**config.mk**
```make
export PLATFORM = sky130hd
export DESIGN_NAME = mem_ctrl
export DESIGN_NICKNAME = d
export VERILOG_FILES = /design/src/rtl/mem_ctrl.sv
export SDC_FILE = /design/constraint.sdc
export NUM_CORES = 1
export LEC_CHECK = 0
export ABC_AREA = 1
export BUFFER_PORTS_ARGS = -buffer_cell sky130_fd_sc_hd__buf_4
export CORE_UTILIZATION = 45
export DETAILED_ROUTE_END_ITERATION = 6
export HOLD_SLACK_MARGIN = 0.15
export MAX_ROUTING_LAYER = met4
export PLACE_DENSITY = 0.85
export SYNTH_ARGS = -nofsm -noshare
export SYNTH_HDL_FRONTEND = slang
export SYNTH_SLANG_ARGS = --single-unit
```
**constraint.sdc**
```tcl
create_clock -name clk -period 1.8 [get_ports clk]
set_clock_uncertainty 0.2 [all_clocks]
set_input_delay 0.36 -clock clk [delete_from_list [all_inputs] [get_ports clk]]
set_output_delay 0.36 -clock clk [all_outputs]
set_load 0.03 [all_outputs]
```
**src/rtl/mem_ctrl.sv**
```systemverilog
// -----------------------------------------------------------------------------
// mem_ctrl -- data-memory access stage sitting directly after execute.
//
// Takes one load or store from execute at a time. It issues the access on a
// valid/ready request bus and, for loads, waits for the matching word on the
// response channel. While the access is in flight it stalls the pipeline. When
// the access finishes it returns a one-cycle completion pulse with byte-lane
// aligned load data.
//
// Optional build macro: MEM_CTRL_TIMEOUT_EN
//   defined   -> a bus watchdog aborts a transaction after TIMEOUT_CYCLES
//                cycles in a bus state. The transaction then completes with
//                err=1 and rdata=0.
//   undefined -> no watchdog; the block waits indefinitely for ready/response.
//
// Parameters:
//   TIMEOUT_CYCLES  bus wait limit in cycles (1..65535); used only with the
//                   watchdog build
//
// Ports:
//   clk, rst               rising-edge clock, synchronous active-high reset
//   mem_ctrl_read_en_in    load request from execute
//   mem_ctrl_write_en_in   store request from execute (a load wins if both)
//   mem_ctrl_addr_in       byte address
//   mem_ctrl_wdata_in      store data, bytes packed at the LSB
//   mem_ctrl_byte_num_in   store byte mask, LSB packed (0001/0011/1111)
//   mem_ctrl_valid_out     one-cycle transaction-complete pulse (registered)
//   mem_ctrl_rdata_out     load data, addressed byte at [7:0] (registered)
//   mem_ctrl_hold_out      pipeline stall request (combinational)
//   mem_ctrl_err_out       error pulse, coincident with valid (registered)
//   bus_req_valid_out      request valid (registered)
//   bus_req_ready_in       request accepted
//   bus_req_we_out         1 = write (registered)
//   bus_req_addr_out       word address, [1:0] = 00 (registered)
//   bus_req_wdata_out      lane-shifted write data (registered)
//   bus_req_wstrb_out      lane-shifted byte strobes (registered)
//   bus_resp_valid_in      read response valid
//   bus_resp_data_in       read response word
// -----------------------------------------------------------------------------
module mem_ctrl #(
  parameter int TIMEOUT_CYCLES = 255
) (
  input  logic        clk,
  input  logic        rst,
  input  logic        mem_ctrl_read_en_in,
  input  logic        mem_ctrl_write_en_in,
  input  logic [31:0] mem_ctrl_addr_in,
  input  logic [31:0] mem_ctrl_wdata_in,
  input  logic [3:0]  mem_ctrl_byte_num_in,
  output logic        mem_ctrl_valid_out,
  output logic [31:0] mem_ctrl_rdata_out,
  output logic        mem_ctrl_hold_out,
  output logic        mem_ctrl_err_out,
  output logic        bus_req_valid_out,
  input  logic        bus_req_ready_in,
  output logic        bus_req_we_out,
  output logic [31:0] bus_req_addr_out,
  output logic [31:0] bus_req_wdata_out,
  output logic [3:0]  bus_req_wstrb_out,
  input  logic        bus_resp_valid_in,
  input  logic [31:0] bus_resp_data_in
);

  // Reject an out-of-range wait limit at elaboration time.
  if (TIMEOUT_CYCLES < 1 || TIMEOUT_CYCLES > 65535) begin : g_bad_timeout
    $error("mem_ctrl: TIMEOUT_CYCLES must be in 1..65535");
  end

  typedef enum logic [2:0] {
    IDLE    = 3'd0,
    RD_REQ  = 3'd1,
    RD_WAIT = 3'd2,
    WR_REQ  = 3'd3,
    DONE    = 3'd4
  } state_t;

  state_t state_reg, state_next;

  // Transaction context, captured while idle.
  logic [31:0] addr_reg;
  logic [31:0] wdata_reg;
  logic [3:0]  byte_num_reg;

  // The context as seen this cycle. In IDLE the request fields for the
  // first bus cycle must come straight from execute, because the context
  // registers load on the same edge.
  logic [31:0] cur_addr;
  logic [31:0] cur_wdata;
  logic [3:0]  cur_byte_num;
  logic [1:0]  cur_off;
  logic [7:0]  strb_wide;
  logic        store_misaligned;

  logic [31:0] rd_aligned;
  logic        timeout_hit;
  logic        abort_err;

  logic        valid_next;
  logic        err_next;
  logic [31:0] rdata_next;
  logic        req_valid_next;
  logic        req_we_next;
  logic [31:0] req_addr_next;
  logic [31:0] req_wdata_next;
  logic [3:0]  req_wstrb_next;

  always_comb begin
    if (state_reg == IDLE) begin
      cur_addr     = mem_ctrl_addr_in;
      cur_wdata    = mem_ctrl_wdata_in;
      cur_byte_num = mem_ctrl_byte_num_in;
    end else begin
      cur_addr     = addr_reg;
      cur_wdata    = wdata_reg;
      cur_byte_num = byte_num_reg;
    end
  end

  assign cur_off = cur_addr[1:0];

  // Shift the mask in 8 bits so that lanes pushed past byte 3 remain
  // visible for the misalignment test.
  assign strb_wide        = {4'b0000, cur_byte_num} << cur_off;
  assign store_misaligned = (|strb_wide[7:4]) || (cur_byte_num == 4'b0000);

  // Load alignment: output lane gi takes response byte gi+offset, and is
  // zero-filled once that index runs off the top of the word.
  for (genvar gi = 0; gi < 4; gi++) begin : g_rd_lane
    logic [2:0] src_idx;
    assign src_idx = 3'(gi) + {1'b0, addr_reg[1:0]};
    assign rd_aligned[8*gi +: 8] =
      src_idx[2] ? 8'h00 : bus_resp_data_in[8*src_idx[1:0] +: 8];
  end

`ifdef MEM_CTRL_TIMEOUT_EN
  localparam logic [15:0] TIMEOUT_LAST = 16'(TIMEOUT_CYCLES - 1);

  logic [15:0] tmo_cnt_reg;
  logic        bus_busy;

  assign bus_busy = (state_reg == RD_REQ) || (state_reg == RD_WAIT) ||
                    (state_reg == WR_REQ);

  // Held at zero while idle, so the count is 0 in the first bus cycle. It
  // then runs through RD_REQ and RD_WAIT as one continuous budget.
  always_ff @(posedge clk) begin
    if (rst) begin
      tmo_cnt_reg <= 16'd0;
    end else if (bus_busy) begin
      tmo_cnt_reg <= tmo_cnt_reg + 16'd1;
    end else begin
      tmo_cnt_reg <= 16'd0;
    end
  end

  assign timeout_hit = bus_busy && (tmo_cnt_reg == TIMEOUT_LAST);
`else
  assign timeout_hit = 1'b0;
`endif

  // ---------------------------------------------------------------------------
  // State register and context capture
  // ---------------------------------------------------------------------------
  always_ff @(posedge clk) begin
    if (rst) begin
      state_reg <= IDLE;
    end else begin
      state_reg <= state_next;
    end
  end

  always_ff @(posedge clk) begin
    if (rst) begin
      addr_reg     <= 32'd0;
      wdata_reg    <= 32'd0;
      byte_num_reg <= 4'd0;
    end else if (state_reg == IDLE) begin
      addr_reg     <= mem_ctrl_addr_in;
      wdata_reg    <= mem_ctrl_wdata_in;
      byte_num_reg <= mem_ctrl_byte_num_in;
    end
  end

  // ---------------------------------------------------------------------------
  // Next-state logic. abort_err marks a completion that ends in error: a
  // misaligned store, or a watchdog abort. Genuine completion (write accepted,
  // read response) wins over a watchdog expiry in the same cycle. A read that
  // is accepted on the expiry cycle is still aborted, and its response is
  // then ignored because the FSM has left RD_WAIT.
  // ---------------------------------------------------------------------------
  always_comb begin
    state_next = state_reg;
    abort_err  = 1'b0;
    case (state_reg)
      IDLE: begin
        if (mem_ctrl_read_en_in) begin
          state_next = RD_REQ;
        end else if (mem_ctrl_write_en_in) begin
          if (store_misaligned) begin
            state_next = DONE;
            abort_err  = 1'b1;
          end else begin
            state_next = WR_REQ;
          end
        end
      end
      RD_REQ: begin
        if (timeout_hit) begin
          state_next = DONE;
          abort_err  = 1'b1;
        end else if (bus_req_ready_in) begin
          state_next = RD_WAIT;
        end
      end
      RD_WAIT: begin
        if (bus_resp_valid_in) begin
          state_next = DONE;
        end else if (timeout_hit) begin
          state_next = DONE;
          abort_err  = 1'b1;
        end
      end
      WR_REQ: begin
        if (bus_req_ready_in) begin
          state_next = DONE;
        end else if (timeout_hit) begin
          state_next = DONE;
          abort_err  = 1'b1;
        end
      end
      DONE:    state_next = IDLE;
      default: state_next = IDLE;
    endcase
  end

  // ---------------------------------------------------------------------------
  // Output logic. Every output except hold is registered, so the values here
  // are what the outputs must show in the state being entered. Request fields
  // are zero whenever no request is being presented.
  // ---------------------------------------------------------------------------
  always_comb begin
    valid_next     = (state_next == DONE);
    err_next       = abort_err;
    rdata_next     = 32'd0;
    req_valid_next = (state_next == RD_REQ) || (state_next == WR_REQ);
    req_we_next    = (state_next == WR_REQ);
    req_addr_next  = 32'd0;
    req_wdata_next = 32'd0;
    req_wstrb_next = 4'd0;

    if ((state_reg == RD_WAIT) && (state_next == DONE) && !abort_err) begin
      rdata_next = rd_aligned;
    end

    if (req_valid_next) begin
      req_addr_next = {cur_addr[31:2], 2'b00};
    end

    if (req_we_next) begin
      req_wdata_next = cur_wdata << {cur_off, 3'b000};
      req_wstrb_next = strb_wide[3:0];
    end
  end

  always_ff @(posedge clk) begin
    if (rst) begin
      mem_ctrl_valid_out <= 1'b0;
      mem_ctrl_err_out   <= 1'b0;
      mem_ctrl_rdata_out <= 32'd0;
      bus_req_valid_out  <= 1'b0;
      bus_req_we_out     <= 1'b0;
      bus_req_addr_out   <= 32'd0;
      bus_req_wdata_out  <= 32'd0;
      bus_req_wstrb_out  <= 4'd0;
    end else begin
      mem_ctrl_valid_out <= valid_next;
      mem_ctrl_err_out   <= err_next;
      mem_ctrl_rdata_out <= rdata_next;
      bus_req_valid_out  <= req_valid_next;
      bus_req_we_out     <= req_we_next;
      bus_req_addr_out   <= req_addr_next;
      bus_req_wdata_out  <= req_wdata_next;
      bus_req_wstrb_out  <= req_wstrb_next;
    end
  end

  // The stall is dropped in DONE so that execute advances in the valid cycle.
  // It is raised as soon as a request appears while idle.
  assign mem_ctrl_hold_out =
    ((state_reg == IDLE) && (mem_ctrl_read_en_in || mem_ctrl_write_en_in)) ||
    (state_reg == RD_REQ) || (state_reg == RD_WAIT) || (state_reg == WR_REQ);

endmodule

```
Word-level counts from Yosys, hierarchy flattened

Index checks and enable logic that the tools add are counted.
Widths: inputs -> output; s select.

Logic and storage cells: 67
Input port bits: 106
Output and inout port bits: 105
Flip-flop bits (word level): 175

Add/subtract/negate cells: 3
Multiplexer cells: 14
Reductions and logical operators: 19
Bitwise gates (word level): 3
Equality and inequality tests: 6
Shifts and indexed selects: 6

Operators by type and width:

| cell                | count |
|---|---|
| $shiftx 32x6->8     | 4 |
| $mux 32             | 2 |
| $shl 32x5->32       | 1 |
| $mux 3              | 6 |
| $pmux 3 s4          | 1 |
| $eq 3x2->1 const B  | 3 |
| $reduce_or 3->1     | 3 |
| $shl 4x2->8         | 1 |
| $add 2x2->3 const A | 2 |
| $eq 3x1->1 const B  | 2 |
| $logic_or 1x1->1    | 6 |
| $reduce_or 2->1     | 3 |
| $logic_not 4->1     | 1 |
| $mux 1              | 4 |
| $mux 4              | 1 |
| $reduce_or 4->1     | 1 |
| $add 1x2->3 const A | 1 |
| $eq 3x3->1 const B  | 1 |
| $logic_and 1x1->1   | 3 |
| $logic_not 3->1     | 1 |
| $not 1->1           | 3 |
| $logic_not 1->1     | 1 |

Depth between registers and ports, before layout

Gate-level depths: netlist of the first run.

Depth in word-level cells: 14
Depth in mapped cells: 15
Mapped depth without buffers: 14

Worst setup path after synthesis of the first run

No wires, ideal clock.

Path kind: register -> register
Start point: register state_reg[2]
End point: register bus_req_wdata_out[22]
Arrival time: 1700 ps
Cell stages (with the launch flop): 13
Required time: 1484 ps
Setup time: 116 ps
Path buffers: 2
Clock period less this slack: 2016 ps
Path slack: -216 ps
Cell sequence: dfxtp_1 nor2_4 nand2_4 buf_6 inv_2 buf_2 or2_2 o21ai_1 inv_1 o21ai_0 a21oi_1 a21oi_1 nor2_1

Word-level cells in the longest chain between the ends: 12
Elaborated cells between the ends (all ways): 22
Those cells by class: eq/ne (4); shift (2); mux (10); bitwise (1); reduce/logical (5)

Ends and longest elaborated chain:

| element                           | RTL line | RTL |
|---|---|---|
| from (decl)                       | 77       | `state_t state_reg, state_next;` |
| from (signal assigned)            | 168      | `state_reg <= state_next;` |
| $logic_not 3->1                   | 108, 194 |  |
| $mux 4 or $mux 32 (tied branches) | 108      | `if (state_reg == IDLE) begin` |
| $shl 4x2->8                       | 123      | `assign strb_wide = {4'b0000, cur_byte_num} << cur_off;` |
| $reduce_or 4->1                   | 124      | `assign store_misaligned = (\|strb_wide[7:4]) \|\| (cur_byte_num == 4'b0000);` |
| $logic_or 1x1->1                  | 124      |  |
| $mux 3                            | 199      | `if (store_misaligned) begin` |
| $mux 3                            | 198      | `end else if (mem_ctrl_write_en_in) begin` |
| $mux 3                            | 196      | `if (mem_ctrl_read_en_in) begin` |
| $pmux 3 s4                        | 194      | `case (state_reg)` |
| $eq 3x2->1                        | 246      | `req_we_next = (state_next == WR_REQ);` |
| $not 1->1 (no source line)        | n/a      |  |
| $reduce_or 2->1 (no source line)  | n/a      |  |
| to (signal assigned)              | 282      | `bus_req_wdata_out <= req_wdata_next;` |
| to (decl)                         | 58       | `output logic [31:0] bus_req_wdata_out,` |

Several ways; a longest one is shown, not always the timed one.
A chain may end at the register's enable or synchronous reset.

Final worst setup path of the first run

Start point: register state_reg[2]
End point: register bus_req_addr_out[13]

Word-level cells in the longest chain between the ends: 13
Elaborated cells between the ends (all ways): 22
Those cells by class: eq/ne (5); shift (1); mux (9); bitwise (1); reduce/logical (6)

Ends and longest elaborated chain:

| element                                  | RTL line | RTL |
|---|---|---|
| $logic_not 3->1                          | 108, 194 |  |
| $mux 4 or $mux 32 (tied branches)        | 108      |  |
| $shl 4x2->8                              | 123      |  |
| $reduce_or 4->1                          | 124      |  |
| $logic_or 1x1->1                         | 124      |  |
| $mux 3                                   | 199      |  |
| $mux 3                                   | 198      |  |
| $mux 3                                   | 196      |  |
| $pmux 3 s4                               | 194      |  |
| $eq 3x1->1 or $eq 3x2->1 (tied branches) | 245      | `req_valid_next = (state_next == RD_REQ) \|\| (state_next == WR_REQ);` |
| $logic_or 1x1->1                         | 245      |  |
| $not 1->1 (no source line)               | n/a      |  |
| $reduce_or 2->1 (no source line)         | n/a      |  |
| to (signal assigned)                     | 281      | `bus_req_addr_out <= req_addr_next;` |
| to (decl)                                | 57       | `output logic [31:0] bus_req_addr_out,` |

Several ways; a longest one is shown, not always the timed one.

==> impl_metrics.json, run 1 <==
{
  "rows": 43,
  "start_util_pct": 46.3,
  "wl_um": 22800,
  "cts_tree": "built",
  "vias": 6902,
  "fmax_ghz": 0.461,
  "port_buffers": 208,
  "cp_common_cell": "nand2_2",
  "dr.pass1.iters": 5,
  "violations": "setup timing",
  "critPathRequiredTime_ns": 1.90,
  "detail_route.vias_per_cell": 5.16,
  "antenna_found_initial": 0,
  "syn_area_mm2": 0.00648,
  "insertion_delay_ns": 0.42,
  "synth_area_leaders": "dfxtp_1, nor2_1, mux2i_1, nand2_1, o21ai_0",
  "cts-buffers-inserted": 17,
  "hold_viol_final": 0,
  "drc": 0,
  "synthFlopType": "dfxtp_1",
  "crit_path_top_delay_cell": "dfxtp_4",
  "layout-drive-gt1-share_pct": 37.8,
  "wl_per_cell_um": 17.1,
  "nets": 1254,
  "synth_commonest_cells": "nor2_1, dfxtp_1, nand2_1",
  "grt_max_degree": 45,
  "grt_overflow_total": 0,
  "final-setup-viol-count": 74,
  "synthDistinctLibCells": 34,
  "postLayoutCellArea_mm2": 0.0108,
  "cts.reportedPaths.clkPinSlew_ns": 0.06,
  "cts_max_path_buffers": 2,
  "ir_worst_vdd_mv": 1.16,
  "cp_num_buf_inv": 1,
  "layout.area.seq_mm2": 0.00347,
  "worstPathArrival_ns": 2.27,
  "async_flop_share_pct": 0,
  "placed_area_mm2": 0.00865,
  "period_share_pct": 121,
  "area.growth.synth_to_final_pct": 67.3,
  "cp-end-kind": "register",
  "drt_iter0_markers": 431,
  "p_leak_nw": 5.15,
  "yosys_warnings": 0,
  "gp_congestion": 0.874,
  "crit_family": "simple AND/OR/NAND/NOR gates",
  "seq_area_frac_synth_pct": 53.4,
  "worst_slack_ns": -0.369,
  "start_kind": "register",
  "path_max_fanout": 8,
  "synth_top_area_share_pct": 53.4,
  "yosysTopAreaCell": "dfxtp_1",
  "place_ws_ns": -0.319,
  "min_period_ns": 2.17,
  "die_height_um": 122,
  "hold_path.class": "input pin to register",
  "critPathMaxStageDelay_ns": 0.36,
  "timing.hold.ws_ns": 0.147,
  "maxCapViolCount": 0,
  "finalSetupTns_ns": -23.65,
  "coreArea_mm2": 0.0140,
  "htreeDepth": 4,
  "rsz0062_at_grt": "yes",
  "final_max_slew_viol_count": 0,
  "synth_enable_flop_cells": 0,
  "synth.most_common_cell": "nor2_1",
  "fillers": 833,
  "avgSynthCellArea_um2": 8.30,
  "track_usage_pct": 30.1,
  "clockRootBuffer": "clkbuf_16",
  "worst-setup-path-type": "register to register",
  "die_w_um": 122,
  "syn_inst": 781,
  "dp_hpwl_um": 12600,
  "design.die.area_mm2": 0.0149,
  "fin_util_pct": 77.5,
  "powerDensity_mw_per_mm2": 1930,
  "worstPathCellList": "nor2_4, nand2_4, nand2_2, nand2_4, nand2_2, nand2_1, nand2_2, nand2_2, nand3_2, nand2_2, nand2_4, nand2_8, nand2_8, clkbuf_16, nor2_1",
  "yosys_register_bits": 173,
  "diodes": 0,
  "cts.sinks": 173,
  "ioPinCount": 211,
  "ant_nets": 0,
  "first_global_vias": 6878,
  "grt_pass1_wl_um": 32900,
  "status": "finished, violations left",
  "multi_input_area_mm2": 0.00297
}
## stage by stage
stage / power, mW / instances
2_1_floorplan: 10.9 / 782
3_3_place_gp: 13.9 / 1192
3_5_place_dp: 14.2 / 1192
4_1_cts: 19.5 / 1332
5_1_grt: 22.0 / 1338
6_report: 20.9 / 1338
## layout by cell type, fill, tap and decap left out, types with 4 or more instances in the layout
master	instances
buf_4	278
dfxtp_1	169
nor2_1	167
nand2_1	93
dlygate4sd3_1	89
inv_1	50
o21ai_0	45
mux2i_1	44
nor2_2	27
a21oi_1	23
clkbuf_16	19
nand2_4	14
or2_2	14
a211oi_1	13
nand2_2	11
o21ai_2	9
o21ai_1	8
buf_12	7
nand3_2	6
bufinv_16	6
buf_6	6
nand4_1	4
mux2i_2	4
inv_6	4
## layer usage
layer	vias to the layer above	GRT usage [%]	wire, µm
met1	3274	29.8	8280
met2	335	53.6	12000
met3	72	7.02	1700
met5	-	-	0
met4	0	18.0	890
li1	3221	-	-
## cell families (layout without fill, tap and decap cells)
| logic type | Yosys count | after routing | share of synthesized area [%] |
|---|---|---|---|
| AO/OA/AOI/OAI | 110 | 110 | 9.50 |
| adder cells (fa/ha/maj) | 2 | 2 | 0.386 |
| buffers and inverters | 100 | 471 | 6.39 |
| flip-flops | 173 | 173 | 53.4 |
| multiplexers | 48 | 48 | 7.41 |
| other | 1 | 2 | 0.0579 |
| AND/OR/NAND/NOR | 347 | 352 | 22.8 |
## worst reg2reg max path, delay by kind of cell, from the launching register on
family        cells  cell delay (ns)
simple gates     14             1.32
buf+inv           1             0.17
flops             1             0.36
## final cells by class
type                    count  share of cell area, %
clock buffers              18                   4.05
clock inverters            13                   2.15
inverters                  56                   2.00
multi-input cells         514                   27.4
flip-flops and latches    173                   32.0
well taps                 180                   2.08
repair buffers            384                   30.2
## path summary, 6_finish.rpt
check             cells after the start                    to                  from  slack (ns)
setup / recovery                     15  bus_req_addr_out[13]          state_reg[2]       -0.37
hold / removal                        4          wdata_reg[9]  mem_ctrl_wdata_in[9]        0.15
setup reg to reg                     15  bus_req_addr_out[13]          state_reg[2]       -0.37
hold reg to reg                       2          addr_reg[30]          addr_reg[30]        0.29
## timing repair
item | in CTS | in global routing
setup endpoints to repair | 78 | 106
gates resized for setup | 43 | 62
hold endpoints to repair | 115 | 0
pin swaps | 10 | 17
hold buffers | 90 | 0
gates cloned | 6 | 2
buffers inserted | 13 | 5
## power breakdown
part | internal [mW] | switching [mW] | total, mW
sequential | 4.74 | 0.319 | 5.06
clock | 2.65 | 1.51 | 4.16
combinational | 4.95 | 6.77 | 11.7
Power figures use the tool's default switching activity.
==> run 2: changes to the inputs <==
==> config.mk (replaced) <==
export PLATFORM = sky130hd
export DESIGN_NAME = mem_ctrl
export DESIGN_NICKNAME = d
export VERILOG_FILES = /design/src/rtl/mem_ctrl.sv
export SDC_FILE = /design/constraint.sdc
export NUM_CORES = 1
export LEC_CHECK = 0
export ABC_AREA = 1
export CORE_UTILIZATION = 56
export DETAILED_ROUTE_END_ITERATION = 6
export DONT_BUFFER_PORTS = 1
export HOLD_SLACK_MARGIN = 0.15
export MAX_ROUTING_LAYER = met4
export PLACE_DENSITY = 0.84
export SYNTH_ARGS = -nofsm -noshare
export SYNTH_HDL_FRONTEND = slang
export SYNTH_SLANG_ARGS = --single-unit
==> run 2 against run 1 <==
Net effect: the run ends with hold timing, setup timing left; die area is 19% lower; fmax is 1.2% higher; non-clock buffer count is 231 lower; largest cell class unchanged; largest power group unchanged.
==> impl_metrics.json, run 2 (synthesized netlist as in run 1, its figures left out) <==
{
  "dpl.cell_count": 930,
  "antenna_found_initial": 3,
  "first_global_vias": 6020,
  "layout.area.seq_mm2": 0.00347,
  "layout-drive-gt1-share_pct": 22.9,
  "crit_path_top_delay_cell": "dfxtp_4",
  "start_kind": "register",
  "postLayoutCellArea_mm2": 0.00887,
  "cp-startpoint": "state_reg[2]",
  "placed_area_mm2": 0.00693,
  "drc": 0,
  "crit_path_end": "bus_req_wdata_out[31]",
  "hold_path.class": "input pin to register",
  "path_max_fanout": 6,
  "maxCapViolCount": 0,
  "htreeDepth": 4,
  "grt_pass1_wl_um": 28600,
  "cts.sinks": 173,
  "final_common_cell": "dfxtp_1",
  "final_max_slew_viol_count": 0,
  "rsz0062_at_grt": "yes",
  "critPathMaxStageDelay_ns": 0.36,
  "wl_per_cell_um": 18.9,
  "worstPathArrival_ns": 2.29,
  "design.die.area_mm2": 0.0120,
  "fillers": 664,
  "cts.reportedPaths.clkPinSlew_ns": 0.06,
  "ant_nets": 0,
  "die_w_um": 110,
  "final_cells": 1069,
  "reg2reg_to": "bus_req_wdata_out[31]",
  "p_leak_nw": 3.90,
  "critPathRequiredTime_ns": 1.95,
  "timing.hold.ws_ns": -0.188,
  "worst-setup-path-type": "register to register",
  "hold_buffers": 79,
  "start_util_pct": 58.5,
  "gp_congestion": 0.939,
  "track_usage_pct": 33.0,
  "die_height_um": 110,
  "multi_input_area_mm2": 0.00294,
  "insertion_delay_ns": 0.42,
  "reg2reg_from": "state_reg[2]",
  "cp-end-kind": "register",
  "status": "finished, violations left",
  "wl_um": 20200,
  "grt_overflow_total": 0,
  "min_period_ns": 2.14,
  "cts_tree": "built",
  "coreArea_mm2": 0.0111,
  "worstPathCellList": "nor2_4, nand3b_1, nand2_4, nand2_2, nand2_1, nand2_1, nand2_2, nand4_1, nand3_4, buf_4, nand3_4, nor2_1",
  "fmax_ghz": 0.467,
  "reg2regPathDepth": 12,
  "vias": 6019,
  "worst_slack_ns": -0.343,
  "cts_max_path_buffers": 2,
  "powerDensity_mw_per_mm2": 2120,
  "period_share_pct": 119,
  "ioPinCount": 211,
  "rows": 38,
  "area.growth.synth_to_final_pct": 36.9,
  "grt_max_degree": 75,
  "nets": 1023,
  "cts-buffers-inserted": 17,
  "finalSetupTns_ns": -20.95,
  "dp_hpwl_um": 11400,
  "final-setup-viol-count": 85,
  "r2r_setup_slack_ns": -0.34,
  "ir_worst_vdd_mv": 1.19,
  "detail_route.vias_per_cell": 5.63,
  "final_cell_mix": "dfxtp_1, nor2_1, nand2_1, dlygate4sd3_1, buf_4",
  "dr.pass1.iters": 7,
  "port_buffers": 0,
  "violations": "hold timing, setup timing",
  "max_slew_margin_pct": 45.2,
  "max_slew.worst_pin.slew_ns": 0.821,
  "drt_iter0_markers": 662,
  "clockRootBuffer": "clkbuf_16",
  "hold_viol_final": 70
}
run 2: worst max-delay path, delay by kind of cell, from the launching register on:
kind,cells,cell delay [ns]
flops,1,0.36
simple gates,11,1.35
buf+inv,1,0.15
run 2: worst min path at each step:
stage,start,to,slack (ns),depth (start not counted)
2_1_floorplan,wdata_reg[24],wdata_reg[24],0.25,2
3_3_place_gp,rst,addr_reg[8],0.24,1
3_5_place_dp,rst,state_reg[1],0.24,1
4_1_cts,rst,state_reg[1],-0.21,1
5_1_grt,rst,state_reg[1],-0.21,1
6_report,rst,state_reg[1],-0.19,1
run 2: power breakdown:
group          internal (mW)  switching [mW]  leakage, nW
Sequential              4.75            1.08         1.42
Combinational           3.91            5.52         2.20
Clock                   2.14            1.42        0.276
run 2: final cells by class:
class	count	area share, %
Antenna cell	3	0.0846
Clock buffer	24	5.43
Clock inverter	6	0.973
Inverter	56	2.41
Multi-Input combinational cell	514	33.2
Sequential cell	173	39.2
Tap cell	140	1.97
Timing Repair Buffer	153	16.8
run 2: timing repair:
| item | CTS | global route |
|---|---|---|
| gates resized for setup | 32 | 69 |
| cloned | 4 | 4 |
| buffers inserted | 10 | 10 |
| pin swaps | 6 | 15 |
| endpoints found under the hold margin | 147 | 99 |
| setup endpoints to repair | 91 | 105 |
run 2: metrics by stage:
stage,worst slack (ns),util [%],hold WS [ns],total power [mW]
2_1_floorplan,-0.147,-,0.254,10.9
3_3_place_gp,-0.238,62.5,0.239,12.8
3_5_place_dp,-0.358,62.5,0.238,13.1
4_1_cts,-0.282,76.5,-0.206,17.4
5_1_grt,-0.445,80.1,-0.210,19.8
6_report,-0.343,80.1,-0.188,18.8
run 2: routing by layer:
layer / up-vias / global-route usage (%) / wire [µm]
met1: 2843 / 31.0 / 7310
met5: - / - / 0
met2: 337 / 57.3 / 10300
li1: 2758 / - / -
met4: 0 / 21.4 / 858
met3: 81 / 11.4 / 1770
==> run 3: changes to the inputs <==
==> config.mk (replaced) <==
export PLATFORM = sky130hd
export DESIGN_NAME = mem_ctrl
export DESIGN_NICKNAME = d
export VERILOG_FILES = /design/src/rtl/mem_ctrl.sv
export SDC_FILE = /design/constraint.sdc
export NUM_CORES = 1
export LEC_CHECK = 0
export CORE_UTILIZATION = 57
export DETAILED_ROUTE_END_ITERATION = 6
export DONT_BUFFER_PORTS = 1
export HOLD_SLACK_MARGIN = 0.15
export MAX_ROUTING_LAYER = met4
export PLACE_DENSITY = 0.85
export SYNTH_ARGS = -nofsm -noshare
export SYNTH_HDL_FRONTEND = slang
export SYNTH_SLANG_ARGS = --single-unit
==> run 3 against run 2 <==
Net effect: the flow still finishes with violations (hold timing, setup timing); critical path type unchanged; non-clock buffer count up 23; sequential cell count unchanged; routed wire length up 28%.
==> impl_metrics.json, run 3 <==
{
  "worstPathArrival_ns": 2.22,
  "ioPinCount": 211,
  "path_max_fanout": 7,
  "rows": 40,
  "die_w_um": 114,
  "coreArea_mm2": 0.0121,
  "timing.hold.ws_ns": -0.204,
  "seq_area_frac_synth_pct": 48.9,
  "worst-setup-path-type": "register to register",
  "postLayoutCellArea_mm2": 0.0106,
  "track_usage_pct": 36.5,
  "synth_area_leaders": "dfxtp_1, mux2i_1, mux4_2, nor2_1, nand2_1",
  "drc": 0,
  "hold_buffers": 85,
  "status": "finished, violations left",
  "vias": 6478,
  "start_kind": "register",
  "antenna_found_initial": 2,
  "cts.sinks": 173,
  "rsz0062_at_grt": "yes",
  "p_sw_mw": 4.15,
  "area.growth.synth_to_final_pct": 49.9,
  "synth.most_common_cell": "dfxtp_1",
  "violations": "hold timing, setup timing",
  "first_global_vias": 6428,
  "hold_end": "addr_reg[8]",
  "nets": 924,
  "drt_iter0_markers": 904,
  "grt_overflow_total": 0,
  "synthDistinctLibCells": 46,
  "design.die.area_mm2": 0.0129,
  "die_height_um": 114,
  "dr.pass1.iters": 7,
  "wl_per_cell_um": 25.9,
  "intPower_mw": 8.64,
  "power_mw": 12.8,
  "worst_slack_ns": -0.302,
  "ant_nets": 0,
  "wl_um": 25900,
  "synth_top_area_share_pct": 48.9,
  "port_buffers": 0,
  "detail_route.vias_per_cell": 6.48,
  "cts_tree": "built",
  "maxCapViolCount": 0,
  "pwr-share-clk_pct": 29.9,
  "reg2reg_from": "state_reg[1]",
  "yosys_register_bits": 173,
  "fmax_ghz": 0.476,
  "syn_area_mm2": 0.00709,
  "critPathRequiredTime_ns": 1.92,
  "cts_max_path_buffers": 2,
  "p_comb_share_pct": 33.7,
  "start_util_pct": 58.8,
  "critPathMaxStageDelay_ns": 0.38,
  "reg2regPathDepth": 7,
  "grt_pass1_wl_um": 34300,
  "synth_enable_flop_cells": 0,
  "powerDensity_mw_per_mm2": 1200,
  "max_slew_margin_pct": 66.0,
  "min_period_ns": 2.10,
  "cts-buffers-inserted": 17,
  "period_share_pct": 117,
  "final_cell_mix": "dfxtp_1, dlygate4sd3_1, nor2_1, nand2_1, buf_4",
  "dp_hpwl_um": 11900,
  "cp-end-kind": "register",
  "syn_inst": 671,
  "synth_commonest_cells": "dfxtp_1, nor2_1, mux2i_1",
  "fillers": 466,
  "reg2reg_to": "bus_req_wdata_out[20]",
  "avgSynthCellArea_um2": 10.6,
  "ir_worst_vdd_mv": 0.960,
  "yosys_warnings": 0,
  "htreeDepth": 4,
  "gp_congestion": 0.879,
  "holdPathStages": 1,
  "swShare_pct": 32.5,
  "layout-drive-gt1-share_pct": 35.1,
  "final_common_cell": "dfxtp_1",
  "yosysTopAreaCell": "dfxtp_1",
  "cp_num_buf_inv": 2,
  "power_frac_seq_pct": 36.4,
  "synthFlopType": "dfxtp_1",
  "async_flop_share_pct": 0,
  "final-setup-viol-count": 106,
  "final_max_slew_viol_count": 0,
  "max_slew.worst_pin.slew_ns": 0.509,
  "insertion_delay_ns": 0.44,
  "crit_path_top_delay_cell": "mux2_2",
  "clockRootBuffer": "clkbuf_16",
  "placed_area_mm2": 0.00771,
  "hold_viol_final": 70,
  "min_from": "rst",
  "crit_family": "simple AND/OR/NAND/NOR gates",
  "worstPathCellList": "nor3_4, buf_4, mux2_2, nand2_2, buf_6, a2bb2oi_1, nor2_2",
  "hold_path.class": "input pin to register",
  "grt_max_degree": 73,
  "cts.reportedPaths.clkPinSlew_ns": 0.07,
  "r2r_setup_slack_ns": -0.30,
  "p_leak_nw": 4.00
}
-- run 3: cells by family (layout without fill, tap and decap cells) --
kind of cell    after synthesis  after routing  share of synthesized area, %
compound gates               73             73                          7.57
fa+ha+maj                     2              2                         0.353
buf+inv                      60            217                          3.94
flops                       173            173                          48.9
mux                         131            131                          24.4
other cells                   1              4                        0.0529
simple gates                231            231                          14.8
-- run 3: how the worst max path moves through the flow --
stage	startpoint	to	depth (start not counted)
after floorplan	state_reg[0]	bus_req_wdata_out[24]	5
after global placement	state_reg[2]	bus_req_wdata_out[4]	6
after detailed placement	state_reg[2]	bus_req_wdata_out[4]	6
after CTS	state_reg[0]	bus_req_wdata_out[14]	7
after global routing	state_reg[0]	bus_req_wdata_out[20]	6
final	state_reg[1]	bus_req_wdata_out[20]	7
-- run 3: layer usage --
metal	part of all wire (%)	wire length [µm]	track usage, %	vias to the layer above
met3	10	2630	11.1	148
li1	-	-	-	2637
met4	5.5	1430	19.3	0
met2	50	13000	61.4	567
met1	34	8850	38.7	3126
met5	0	0	-	-
-- run 3: what timing repair did --
action                     CTS  global route
hold endpoints to repair   154            70
gates cloned                 7             3
setup endpoints to repair  122           131
resized for setup           74           147
buffers inserted            11            11
pin swaps                   19            30
-- run 3: layout make-up --
cell class                 instances  area (µm²)  share of cell area, %
antenna                            2        5.00                 0.0471
clock buffer                      19         453                   4.26
clock inverter                    13         163                   1.53
inverter                           9        41.3                  0.389
multi-input combinational        439        4350                   40.9
sequential                       173        3480                   32.8
tap                              168         210                   1.98
timing repair buffer             176        1920                   18.1
-- run 3: stage by stage --
step	hold slack [ns]	instances	TNS [ns]	util [%]	setup slack, ns
after floorplan	0.236	672	-26.93	-	-0.368
after global routing	-0.222	999	-20.44	88.0	-0.334
after global placement	0.233	850	-11.40	63.9	-0.219
after CTS	-0.215	985	-9.40	81.0	-0.191
after detailed placement	0.232	850	-16.72	63.9	-0.275
final	-0.204	999	-15.01	88.0	-0.302
-- run 3: power by group through the flow --
stage                     Combinational, mW  Sequential (mW)  Clock, mW
final                                  4.31             4.66       3.83
after global routing                   4.46             4.68       4.00
after CTS                              3.27             4.58       3.78
after detailed placement               2.49             4.65          0
after global placement                 2.40             4.64          0
after floorplan                        1.89             4.59          0
